[src/rtl/pipe_reg_chain.sv]
// pipe_reg_chain: DEPTH-stage register slice chain with ready/valid flow
// control and bubble collapse, for pipelining between datapath blocks.
//
// Parameters:
//   DATA_WIDTH  word width
//   DEPTH       number of register stages, legal range 1..16
//
// Ports:
//   clk        rising-edge clock
//   reset      synchronous active-high reset (clears valids and data)
//   flush      synchronous clear of all stage valids (data held)
//   in_valid   upstream word present
//   in_ready   chain accepts in_data this cycle
//   in_data    upstream word
//   out_valid  valid of the last stage
//   out_ready  downstream accepts this cycle
//   out_data   data of the last stage
//   occupancy  count of valid stages, registered
//              (present only when PIPE_REG_CHAIN_OCC_EN is defined)
//
// Optional feature macro: PIPE_REG_CHAIN_OCC_EN

module pipe_reg_chain #(
  parameter int DATA_WIDTH = 32,
  parameter int DEPTH      = 2
) (
  input  logic                  clk,
  input  logic                  reset,
  input  logic                  flush,
  input  logic                  in_valid,
  output logic                  in_ready,
  input  logic [DATA_WIDTH-1:0] in_data,
  output logic                  out_valid,
  input  logic                  out_ready,
  output logic [DATA_WIDTH-1:0] out_data
`ifdef PIPE_REG_CHAIN_OCC_EN
  ,
  output logic [$clog2(DEPTH+1)-1:0] occupancy
`endif
);

  generate
    if ((DEPTH < 1) || (DEPTH > 16)) begin : g_bad_depth
      $error("pipe_reg_chain: DEPTH must be in 1..16");
    end
  endgenerate

  logic [DEPTH-1:0]      r_v;
  logic [DATA_WIDTH-1:0] r_d [DEPTH];

  logic [DEPTH-1:0]      w_rdy;
  logic [DEPTH-1:0]      w_up_v;
  logic [DATA_WIDTH-1:0] w_up_d [DEPTH];
  logic [DEPTH-1:0]      w_v_nxt;
  logic                  w_acc;

  // A stage is ready when it, or any stage after it, is empty, or when the
  // output drains. Accumulating from the output end keeps the chain free of
  // a self-referencing vector.
  always_comb begin
    w_acc = out_ready;
    w_rdy = '0;
    for (int i = DEPTH - 1; i >= 0; i--) begin
      w_acc    = w_acc | ~r_v[i];
      w_rdy[i] = w_acc;
    end
  end

  // Upstream view of each stage: the input port for stage 0,
  // the previous register otherwise.
  always_comb begin
    w_up_v[0] = in_valid;
    w_up_d[0] = in_data;
    for (int i = 1; i < DEPTH; i++) begin
      w_up_v[i] = r_v[i-1];
      w_up_d[i] = r_d[i-1];
    end
  end

  always_comb begin
    w_v_nxt = r_v;
    for (int i = 0; i < DEPTH; i++) begin
      if (w_rdy[i]) begin
        w_v_nxt[i] = w_up_v[i];
      end
    end
  end

  always_ff @(posedge clk) begin
    if (reset) begin
      r_v <= '0;
      for (int i = 0; i < DEPTH; i++) begin
        r_d[i] <= '0;
      end
    end else if (flush) begin
      r_v <= '0;
    end else begin
      r_v <= w_v_nxt;
      // Data only moves with a valid word, so idle stages never toggle.
      for (int i = 0; i < DEPTH; i++) begin
        if (w_rdy[i] && w_up_v[i]) begin
          r_d[i] <= w_up_d[i];
        end
      end
    end
  end

  assign in_ready  = w_rdy[0] & ~flush & ~reset;
  assign out_valid = r_v[DEPTH-1];
  assign out_data  = r_d[DEPTH-1];

`ifdef PIPE_REG_CHAIN_OCC_EN
  localparam int OCC_W = $clog2(DEPTH + 1);

  logic [OCC_W-1:0] r_occ;
  logic [OCC_W-1:0] w_occ_nxt;

  // Count the next-state valids so the count lands on the same edge as v.
  always_comb begin
    w_occ_nxt = '0;
    for (int i = 0; i < DEPTH; i++) begin
      w_occ_nxt = w_occ_nxt + OCC_W'(w_v_nxt[i]);
    end
  end

  always_ff @(posedge clk) begin
    if (reset || flush) begin
      r_occ <= '0;
    end else begin
      r_occ <= w_occ_nxt;
    end
  end

  assign occupancy = r_occ;
`endif

endmodule
[config.mk]
export PLATFORM = sky130hd
export DESIGN_NAME = pipe_reg_chain
export DESIGN_NICKNAME = d
export VERILOG_FILES = /design/src/rtl/pipe_reg_chain.sv
export SDC_FILE = /design/constraint.sdc
export NUM_CORES = 1
export LEC_CHECK = 0
export ABC_AREA = 1
export ABC_CLOCK_PERIOD_IN_PS = 2000
export BUFFER_PORTS_ARGS = -buffer_cell sky130_fd_sc_hd__buf_2
export CORE_UTILIZATION = 40
export CTS_CLUSTER_DIAMETER = 200
export CTS_CLUSTER_SIZE = 28
export DETAILED_ROUTE_END_ITERATION = 7
export PLACE_DENSITY = 0.73
export SLEW_MARGIN = 20
export SYNTH_ARGS = -nofsm -noshare
export SYNTH_HDL_FRONTEND = slang
export SYNTH_SLANG_ARGS = --single-unit
[constraint.sdc]
create_clock -name clk -period 2 [get_ports clk]
set_input_delay 0.1 -clock clk [delete_from_list [all_inputs] [get_ports clk]]
set_output_delay 0.1 -clock clk [all_outputs]
set_load 0.005 [all_outputs]
==> qor.yml, run 1 <==
grt_pass1_wl_um: 6710
seq_power_share_pct: 51.9
cp.arrival_ps: 1700
power.density_nw_per_um2: 955
holdBufCountCts: 0
dr.pass1.iters: 4
slew_viol_final: 0
yosys_warnings: 0
fin_crit_ps: 1540
ys_seq_area_share_pct: 68.7
antenna_cells: 0
h-tree-depth: 3
final-setup-viol-count: 0
peakVddDrop_mv: 0.356
layout-drive-gt1-share_pct: 30.2
p_clk_share_pct: 42.3
max_freq_ghz: 0.651
maxCapViolCount: 0
status: "completed"
max_stage_delay_ps: 550
vias: 1557
route.detailed.drc: 0
insertion_delay_ps: 330
postSynthAreaPerCell_sq_um: 11.4
placementRows: 30
cts_tree: "built"
dpl_cell_area_sq_um: 3030
nets: 333
cp_max_fo: 64
worstSetupStartpointType: "register"
overflow: 0
fp.dieW_um: 86.5
end_kind: "register"
final_cells: 397
portBuffers: 70
grt_max_degree: 65
die_area_sq_um: 7480
max_slew.worst_pin.slew_ps: 693
dp_hpwl_um: 2620
rrSetupSlack_ps: 460
globalplace.congestion: 0.679
worst_clock_skew_ps: 4.84
grtUsageTotal_pct: 12.2
final_cell_mix: "inv_1 (71), buf_2 (70), edfxtp_1 (64), nor2_1 (61), clkbuf_8 (9)"
post-route-cell-area_sq_um: 3260
path_cells: "nand3_1, nand3_4, nor2_1"
tns_ps: 0
synth_seq_cells: 66
root_buffer: "clkbuf_8"
intPower_mw: 2.50
whs_ps: 55.7
vias_per_cell: 3.92
power.leakage_nw: 1.54
worstSetupPathType: "reg -> reg"
netlist_instances: 251
worstPathRequired_ps: 2160
swShare_pct: 19.8
clock_sinks: 66
cts_setup_buffers: 0
synth.distinct_cells: 12
cts.clk_slew.worst_paths_ps: 70
fin_crit_sh_pct: 76.8
antenna_found_initial: 0
cts_resized: 0
final_core_util_pct: 47.8
die_h_um: 86.5
drt_iter0_markers: 40
ios: 71
wire_per_inst_um: 10.2
synthToLayoutAreaGrowth_pct: 14.3
cts_buffers: 9
mostFrequentLayoutCell: "inv_1"
maxSlewHeadroom_pct: 53.8
rsz0062_at_grt: "no"
hold_violations: 0
slowest_stage: "nand3_4"
syn_area_sq_um: 2850
dp_cells: 381
synth_fp_nets: 288
core_sq_um: 6830
p_comb_share_pct: 5.8
n_fill_cell: 645
drt_wl_total_um: 4040
cts.path.max_buffers: 2
hold_path_class: "in -> reg"
initial_core_util_pct: 41.8
p_sw_uw: 616
ant_nets: 0
grt_pass1_vias: 1533
[area by class of cell]
cell class | count | area [sq um] | share of cell area (%)
multi-input combinational | 76 | 315 | 9.66
clock inverter | 5 | 103 | 3.14
timing repair buffer | 72 | 365 | 11.2
tap | 96 | 120 | 3.68
sequential | 66 | 1960 | 60.1
inverter | 71 | 267 | 8.17
clock buffer | 11 | 131 | 4.03
[logic make-up after synthesis]
logic type | synth area share (%)
AO/OA/AOI/OAI | 0.351
buffers and inverters | 20.2
flip-flops | 68.7
AND/OR/NAND/NOR | 10.7
[path summary, 6_finish.rpt]
kind | cells after the start | start | to
setup reg to reg | 3 | r_v[0] | r_d[0][17]
hold reg to reg | 2 | r_v[0] | r_v[1]
hold / removal | 3 | in_valid | r_v[0]
setup / recovery | 3 | r_v[0] | r_d[0][17]
[Yosys cell counts]
cell type / count / area, sq um
inv_1: 71 / 267
edfxtp_1: 64 / 1920
nor2_1: 61 / 229
buf_4: 32 / 240
buf_6: 5 / 56.3
nand2_1: 5 / 18.8
nor2_2: 4 / 25.0
nand3_1: 3 / 15.0
a21oi_1: 2 / 10.0
dfxtp_1: 2 / 40.0
clkbuf_8: 1 / 13.8
nand3_4: 1 / 17.5
[power groups by stage]
stage / clock network (mW) / logic [mW] / registers [mW]
floorplan: 0 / 0.148 / 1.65
global placement: 0 / 0.182 / 1.65
detailed placement: 0 / 0.186 / 1.65
CTS: 1.34 / 0.187 / 1.62
global route: 1.41 / 0.209 / 1.62
finish: 1.32 / 0.182 / 1.62
[stage by stage]
| stage | power, mW | setup WS [ps] |
|---|---|---|
| 5_1_grt | 3.24 | 256 |
| 2_1_floorplan | 1.79 | 333 |
| 3_5_place_dp | 1.84 | 420 |
| 3_3_place_gp | 1.83 | 530 |
| 6_report | 3.12 | 463 |
| 4_1_cts | 3.15 | 409 |
[routing by layer]
metal	vias up	part of all wire, %	global-route usage (%)
met4	0	2.5	7.27
met2	41	50	20.8
met3	10	5.0	4.67
met1	697	42	12.9
li1	809	-	-
met5	-	0	0
[state kept, by name (all words and copies together), names as in the netlist]
signal,flops
r_v,2
r_d,64
[worst max-delay path, delay by kind of cell, from the launching register on]
kind / cells / cell delay, ps
and+or+nand+nor: 3 / 1020
DFF: 1 / 330
(Power assumes the default switching activity.)
==> inputs of run 2 (changes only) <==
--- a/config.mk
+++ b/config.mk
@@ -6,13 +6,13 @@
 export NUM_CORES = 1
 export LEC_CHECK = 0
 export ABC_AREA = 1
-export ABC_CLOCK_PERIOD_IN_PS = 2000
+export ABC_CLOCK_PERIOD_IN_PS = 1300
 export BUFFER_PORTS_ARGS = -buffer_cell sky130_fd_sc_hd__buf_2
 export CORE_UTILIZATION = 40
 export CTS_CLUSTER_DIAMETER = 200
 export CTS_CLUSTER_SIZE = 28
 export DETAILED_ROUTE_END_ITERATION = 7
-export PLACE_DENSITY = 0.73
+export PLACE_DENSITY = 0.75
 export SLEW_MARGIN = 20
 export SYNTH_ARGS = -nofsm -noshare
 export SYNTH_HDL_FRONTEND = slang
==> constraint.sdc (replaced) <==
create_clock -name clk -period 1.3 [get_ports clk]
set_input_delay 0.065 -clock clk [delete_from_list [all_inputs] [get_ports clk]]
set_output_delay 0.065 -clock clk [all_outputs]
set_load 0.005 [all_outputs]
==> run 2 against run 1 <==
Clock skew rose by 3.4 ps. First-iteration DRC count rose by 35%. Global-route usage fell by 0.31 points. Clock power rose by 39%. Via count rose by 0.39%. Critical path depth rose by 1. Die area did not move. Power rose by 50%. Worst setup slack got worse by 330 ps. Register-to-register slack got worse by 330 ps. Sequential power rose by 54%. Non-clock buffer count rose by 4. Largest cell class unchanged.
==> qor.yml, run 2 (synthesis gave the netlist of run 1 again) <==
status: "completed"
overflow: 0  # unchanged
final_cell_mix: "inv_1 (71), buf_2 (70), edfxtp_1 (64), nor2_1 (61), clkbuf_8 (9)"
cp-startpoint: "r_v[0]"
worst_clock_skew_ps: 8.25  # +3.41 ps
cts.clk_slew.worst_paths_ps: 70  # about the same
cp_max_fo: 11  # -83%
grt_pass1_vias: 1540  # +0.46%
fin_crit_ps: 1160  # -374 ps
n_fill_cell: 637  # -1.2%
max_slew.worst_pin.slew_ps: 198  # -494 ps
drt_wl_total_um: 4120  # +2.1%
cts_tree: "built"
insertion_delay_ps: 330  # about the same
grt_max_degree: 33  # -49%
vias_per_cell: 3.90  # -0.62%
fin_crit_sh_pct: 89.5  # +13 points
max_stage_delay_ps: 370  # -180 ps
top_register: "r_d"
critPathCapture: "r_d[0][20]"
slew_viol_final: 0  # unchanged
grt_pass1_wl_um: 6660  # -0.72%
peakVddDrop_mv: 0.551  # +55%
worstPathRequired_ps: 1390  # -770 ps
synthToLayoutAreaGrowth_pct: 17.9
antenna_cells: 0  # unchanged
setup_ws_ps: 137  # -326 ps
layout-drive-gt1-share_pct: 32.5  # +2.2 points
rrSetupSlack_ps: 140  # -330 ps
route.detailed.drc: 0  # unchanged
hold_path_class: "in -> reg"
use_met2_pct: 20.7  # -0.072 points
max_freq_ghz: 0.860  # +32%
place_ws_ps: 37.1  # -383 ps
cts.path.max_buffers: 2  # unchanged
ios: 71  # unchanged
end_kind: "register"
hold_violations: 0  # unchanged
die_area_sq_um: 7480  # unchanged
worstSetupStartpointType: "register"
die_h_um: 86.5  # unchanged
power.leakage_nw: 1.59  # +2.8%
met1_usage_pct: 13.4  # +0.45 points
dr.pass1.iters: 2  # -2
reg_top3: "r_d x64, r_v x2"
power_mw: 4.66  # +50%
cts_buffers: 9  # unchanged
holdBufCountCts: 0  # unchanged
path_buf_inv: 1  # +1
antenna_found_initial: 0  # unchanged
cp.arrival_ps: 1260  # -440 ps
placementRows: 30  # unchanged
globalplace.congestion: 0.750  # +11%
core_sq_um: 6830  # unchanged
dpl_cell_area_sq_um: 3140  # +3.8%
final-setup-viol-count: 0  # unchanged
power.density_nw_per_um2: 1380  # +45%
nets: 337  # +1.2%
initial_core_util_pct: 41.8  # unchanged
h-tree-depth: 3  # unchanged
rsz0062_at_grt: "no"
ant_nets: 0  # unchanged
r2r_cells: 4  # +1
crit_cells: 4  # +1
worstSetupPathType: "reg -> reg"
path_cells: "nand3_2, nand3_1, nand2_4, buf_12"
vias: 1563  # +0.39%
post-route-cell-area_sq_um: 3370  # +3.1%
rr_endpoint: "r_d[0][20]"
path_delay_family: "simple AND/OR/NAND/NOR gates"
slowest_stage: "dfxtp_1"
root_buffer: "clkbuf_8"
drt_iter0_markers: 54  # +35%
portBuffers: 70  # unchanged
grtUsageTotal_pct: 11.9  # -0.31 points
maxCapViolCount: 0  # unchanged
fp.dieW_um: 86.5  # unchanged
maxSlewHeadroom_pct: 86.8  # +33 points
tns_ps: 0  # unchanged
reg2reg_from: "r_v[0]"
wire_per_inst_um: 10.3  # +1.1%
largest_reg_flops: 64  # unchanged
mostFrequentLayoutCell: "inv_1"
dp_hpwl_um: 2960  # +13%
clock_sinks: 66  # unchanged
grtUsageMet3_pct: 2.00  # -2.7 points
top_usage_layer: "met2"
==> run 2: cell types whose count changed in the layout (fill, tap and decap cells not counted), sizes merged <==
| cell | previous run | this run |
|---|---|---|
| clkbuf | 11 | 9 |
| clkinvlp | 1 | 2 |
| inv | 71 | 72 |
| clkinv | 1 | 2 |
| buf | 72 | 76 |
| bufinv | 3 | 2 |
==> run 2: worst min path at each step <==
stage,from,end,depth (start not counted),slack (ps)
global placement,in_valid,r_v[0],3,350
finish,in_data[29],r_d[0][29],3,30
detailed placement,in_data[27],r_d[0][27],3,370
CTS,out_ready,r_v[1],4,10
floorplan,in_valid,r_v[0],2,220
global route,in_data[0],r_d[0][0],3,20
==> run 2: timing repair <==
| item | 4_1_cts | 5_1_grt |
|---|---|---|
| gates resized for setup | 0 | 1 |
| setup endpoints to repair | 0 | 32 |
| hold endpoints to repair | 0 | 0 |
| buffers inserted | 0 | 0 |
==> run 2: where the power goes <==
| part | internal (mW) | switching [mW] |
|---|---|---|
| sequential | 2.46 | 0.0290 |
| clock | 1.08 | 0.769 |
| combinational | 0.149 | 0.177 |
==> run 2: worst min-delay path, cell delays in order <==
cell    delay (ps)
buf_2           80
inv_1           30
nor2_1          80
==> run 2: routing by layer <==
layer | share of wire, % | up-vias | wire, um
li1 | - | 817 | -
met1 | 41 | 701 | 1710
met2 | 53 | 35 | 2170
met3 | 3.1 | 10 | 127
met4 | 2.8 | 0 | 115
met5 | 0 | - | 0
==> run 2: final cells by class <==
class	instances	area [sq um]	share of cell area (%)
clock buffer	9	124	3.68
clock inverter	7	92.6	2.75
inverter	71	267	7.92
multi-input combinational	76	330	9.81
sequential	66	1960	58.3
tap	96	120	3.57
timing repair buffer	76	470	14.0
==> run 2: per-stage QoR <==
stage	hold WS [ps]	cells	utilization, %
after CTS	12.8	401	49.2
after floorplan	216	251	-
after global routing	24.0	401	49.3
after detailed placement	369	385	46.0
after global placement	347	385	46.0
final	28.0	401	49.3
==> inputs of run 3 (changes only) <==
--- a/config.mk
+++ b/config.mk
@@ -5,14 +5,13 @@
 export SDC_FILE = /design/constraint.sdc
 export NUM_CORES = 1
 export LEC_CHECK = 0
-export ABC_AREA = 1
 export ABC_CLOCK_PERIOD_IN_PS = 1300
 export BUFFER_PORTS_ARGS = -buffer_cell sky130_fd_sc_hd__buf_2
 export CORE_UTILIZATION = 40
 export CTS_CLUSTER_DIAMETER = 200
 export CTS_CLUSTER_SIZE = 28
 export DETAILED_ROUTE_END_ITERATION = 7
-export PLACE_DENSITY = 0.75
+export PLACE_DENSITY = 0.74
 export SLEW_MARGIN = 20
 export SYNTH_ARGS = -nofsm -noshare
 export SYNTH_HDL_FRONTEND = slang
==> run 3 against run 2 <==
Synthesized cell count shrank 22%. Combinational power up 38%. Area after synthesis grew 11%. Utilization up 1.2 points. First-iteration DRC count increased by 41%. Critical path type unchanged. Largest cell class unchanged. Largest power group unchanged.
==> qor.yml, run 3 <==
status: "completed"
cts.path.max_buffers: 2  # unchanged
worstSetupStartpointType: "register"
dpl_cell_area_sq_um: 3490  # +11%
power.density_nw_per_um2: 1150  # -17%
place_ws_ps: -76.6  # -114 ps
power_mw: 4.47  # -4.0%
top_register: "r_d"
ant_nets: 0  # unchanged
max_stage_delay_ps: 320  # -50 ps
dp_hpwl_um: 3360  # +13%
min_from: "in_valid"
antenna_cells: 0  # unchanged
synth-xor-area-share_pct: 0  # unchanged
die_h_um: 90.9  # +5.1%
fin_crit_ps: 1280  # +112 ps
whs_ps: 18.4  # -9.67 ps
syn_area_sq_um: 3160  # +11%
fp.dieW_um: 90.9  # +5.1%
cp-startpoint: "r_v[1]"
synth_fp_nets: 233  # -19%
vias: 1743  # +12%
final_cell_mix: "buf_2 (70), edfxtp_1 (64), nor4b_2 (50), nor4b_1 (13), clkbuf_8 (11)"
synth_adder_area_share_pct: 0  # unchanged
reg2reg_from: "r_v[1]"
grtUsageMet3_pct: 4.21  # +2.2 points
route.detailed.drc: 0  # unchanged
grt_pass1_wl_um: 8540  # +28%
final_cells: 345  # -14%
clock_sinks: 66  # unchanged
ys.flop_type: "edfxtp_1"
end_kind: "register"
reg_top3: "r_d x64, r_v x2"
n_fill_cell: 675  # +6.0%
final-setup-viol-count: 0  # unchanged
antenna_found_initial: 0  # unchanged
netlist_instances: 196  # -22%
mostFrequentLayoutCell: "buf_2"
synth_seq_cells: 66  # unchanged
wire_per_inst_um: 16.2  # +58%
cts.clk_slew.worst_paths_ps: 70  # about the same
use_met2_pct: 22.7  # +2.0 points
synth.most_common_cell: "edfxtp_1"
dr.pass1.iters: 4  # +2
postSynthAreaPerCell_sq_um: 16.1  # +42%
synthToLayoutAreaGrowth_pct: 22.9
yosys_warnings: 0  # unchanged
power.leakage_nw: 1.37  # -14%
insertion_delay_ps: 340  # about the same
synth_compound_gate_area_share_pct: 0.990  # +0.64 points
initial_core_util_pct: 41.1  # -0.68 points
peakVddDrop_mv: 0.404  # -27%
globalplace.congestion: 0.754  # +0.52%
placementRows: 32  # +6.7%
largest_reg_flops: 64  # unchanged
top_usage_layer: "met2"
max_slew.worst_pin.slew_ps: 262  # +63.9 ps
grt_max_degree: 35  # +6.1%
max_freq_ghz: 0.784  # -8.8%
setup_ws_ps: 24.5  # -112 ps
async_reset_ff_share_pct: 0  # unchanged
hold_path_class: "in -> reg"
vias_per_cell: 5.05  # +30%
synth.distinct_cells: 17  # +5
synthMuxAreaShare_pct: 0  # unchanged
post-route-cell-area_sq_um: 3880  # +15%
slowest_stage: "dfxtp_2"
synth_top_family_by_area: "simple AND/OR/NAND/NOR gates"
dp_cells: 327  # -15%
drt_iter0_markers: 76  # +41%
synthTopCellsByCount: "edfxtp_1 (64), nor4b_1 (37), buf_4 (32), nor4b_2 (27), buf_2 (9)"
path_cells: "and3b_4, o21bai_4, buf_12"
ios: 71  # unchanged
maxSlewHeadroom_pct: 82.3  # -4.5 points
worst_clock_skew_ps: 7.61  # -0.639 ps
cp.arrival_ps: 1320  # +60 ps
grtUsageTotal_pct: 13.8  # +1.8 points
rsz0062_at_grt: "yes"
grt_pass1_vias: 1731  # +12%
worstSetupPathType: "reg -> reg"
synth_top_cell_by_area: "edfxtp_1"
hold_violations: 0  # unchanged
nets: 275  # -18%
final_core_util_pct: 50.5  # +1.2 points
tns_ps: 0  # unchanged
met1_usage_pct: 15.8  # +2.4 points
rrSetupSlack_ps: 20  # -110 ps
synth_top_area_share_pct: 60.8  # -6.5 points
core_sq_um: 7690  # +13%
maxCapViolCount: 0  # unchanged
synth_edf_count: 64  # unchanged
ys_seq_area_share_pct: 62.1  # -6.6 points
synthSimpleGateAreaFrac_pct: 24.2  # +14 points
layout-drive-gt1-share_pct: 64.2  # +32 points
portBuffers: 70  # unchanged
h-tree-depth: 3  # unchanged
root_buffer: "clkbuf_8"
overflow: 0  # unchanged
drt_wl_total_um: 5600  # +36%
cts_buffers: 9  # unchanged
worstPathRequired_ps: 1340  # -50 ps
fin_crit_sh_pct: 98.1  # +8.6 points
slew_viol_final: 0  # unchanged
cp_max_fo: 17  # +6
cts_tree: "built"
die_area_sq_um: 8260  # +10%
yosys-top-cells-area: "edfxtp_1 (61%), nor4b_2 (13%), nor4b_1 (10%), buf_4 (7.6%), buf_6 (2.9%)"
-- run 3: changes by cell type in the layout (fill, tap and decap cells not counted), moves of 4 or more --
cell | before | now
buf_12 | 6 | 10
clkbuf_1 | 0 | 5
inv_1 | 71 | 2
nor2_1 | 61 | 0
nor2_2 | 4 | 0
nor4b_1 | 0 | 13
nor4b_2 | 0 | 50
-- run 3: final cells by class --
type                    count  area, sq um  area share [%]
clock buffers              16          170            4.38
inverters                   2         7.51           0.193
multi-input cells          74          985            25.4
flip-flops and latches     66         1960            50.6
well taps                 102          128            3.29
repair buffers             85          627            16.2
-- run 3: timing repair --
action	in CTS	in global routing
pin swaps	0	2
cloned	0	2
hold buffers	0	0
setup buffers	0	0
gates resized for setup	15	15
endpoints found under the setup margin	31	67
-- run 3: path summary, 6_finish.rpt --
| path | end | cells after the start |
|---|---|---|
| worst min-delay path | r_v[0] | 2 |
| worst max register to register | r_d[0][29] | 3 |
| worst min register to register | r_v[1] | 3 |
| worst max-delay path | r_d[0][29] | 3 |
-- run 3: critical path: cells and delay by family (launching register included) --
kind,cells,cell delay (ps)
buf+inv,1,190
compound gates,1,210
simple gates,1,250
flops,1,320
-- run 3: per-layer routing --
metal | share of wire [%] | up-vias
met3 | 5.8 | 7
met1 | 41 | 853
met2 | 52 | 61
met4 | 1.9 | 0
met5 | 0 | -
li1 | - | 822
-- run 3: logic make-up after synthesis --
kind of cell           Yosys count
AOI/OAI and AO/OA                4
buffers and inverters           56
DFF                             66
and+or+nand+nor                 70
-- run 3: power breakdown --
| part | internal [mW] | total [mW] | switching [mW] | leakage, nW |
|---|---|---|---|---|
| clock network | 0.803 | 1.53 | 0.725 | 0.0850 |
| registers | 2.47 | 2.49 | 0.0267 | 0.691 |
| logic | 0.225 | 0.451 | 0.226 | 0.590 |
| total | 3.49 | 4.47 | 0.977 | 1.37 |
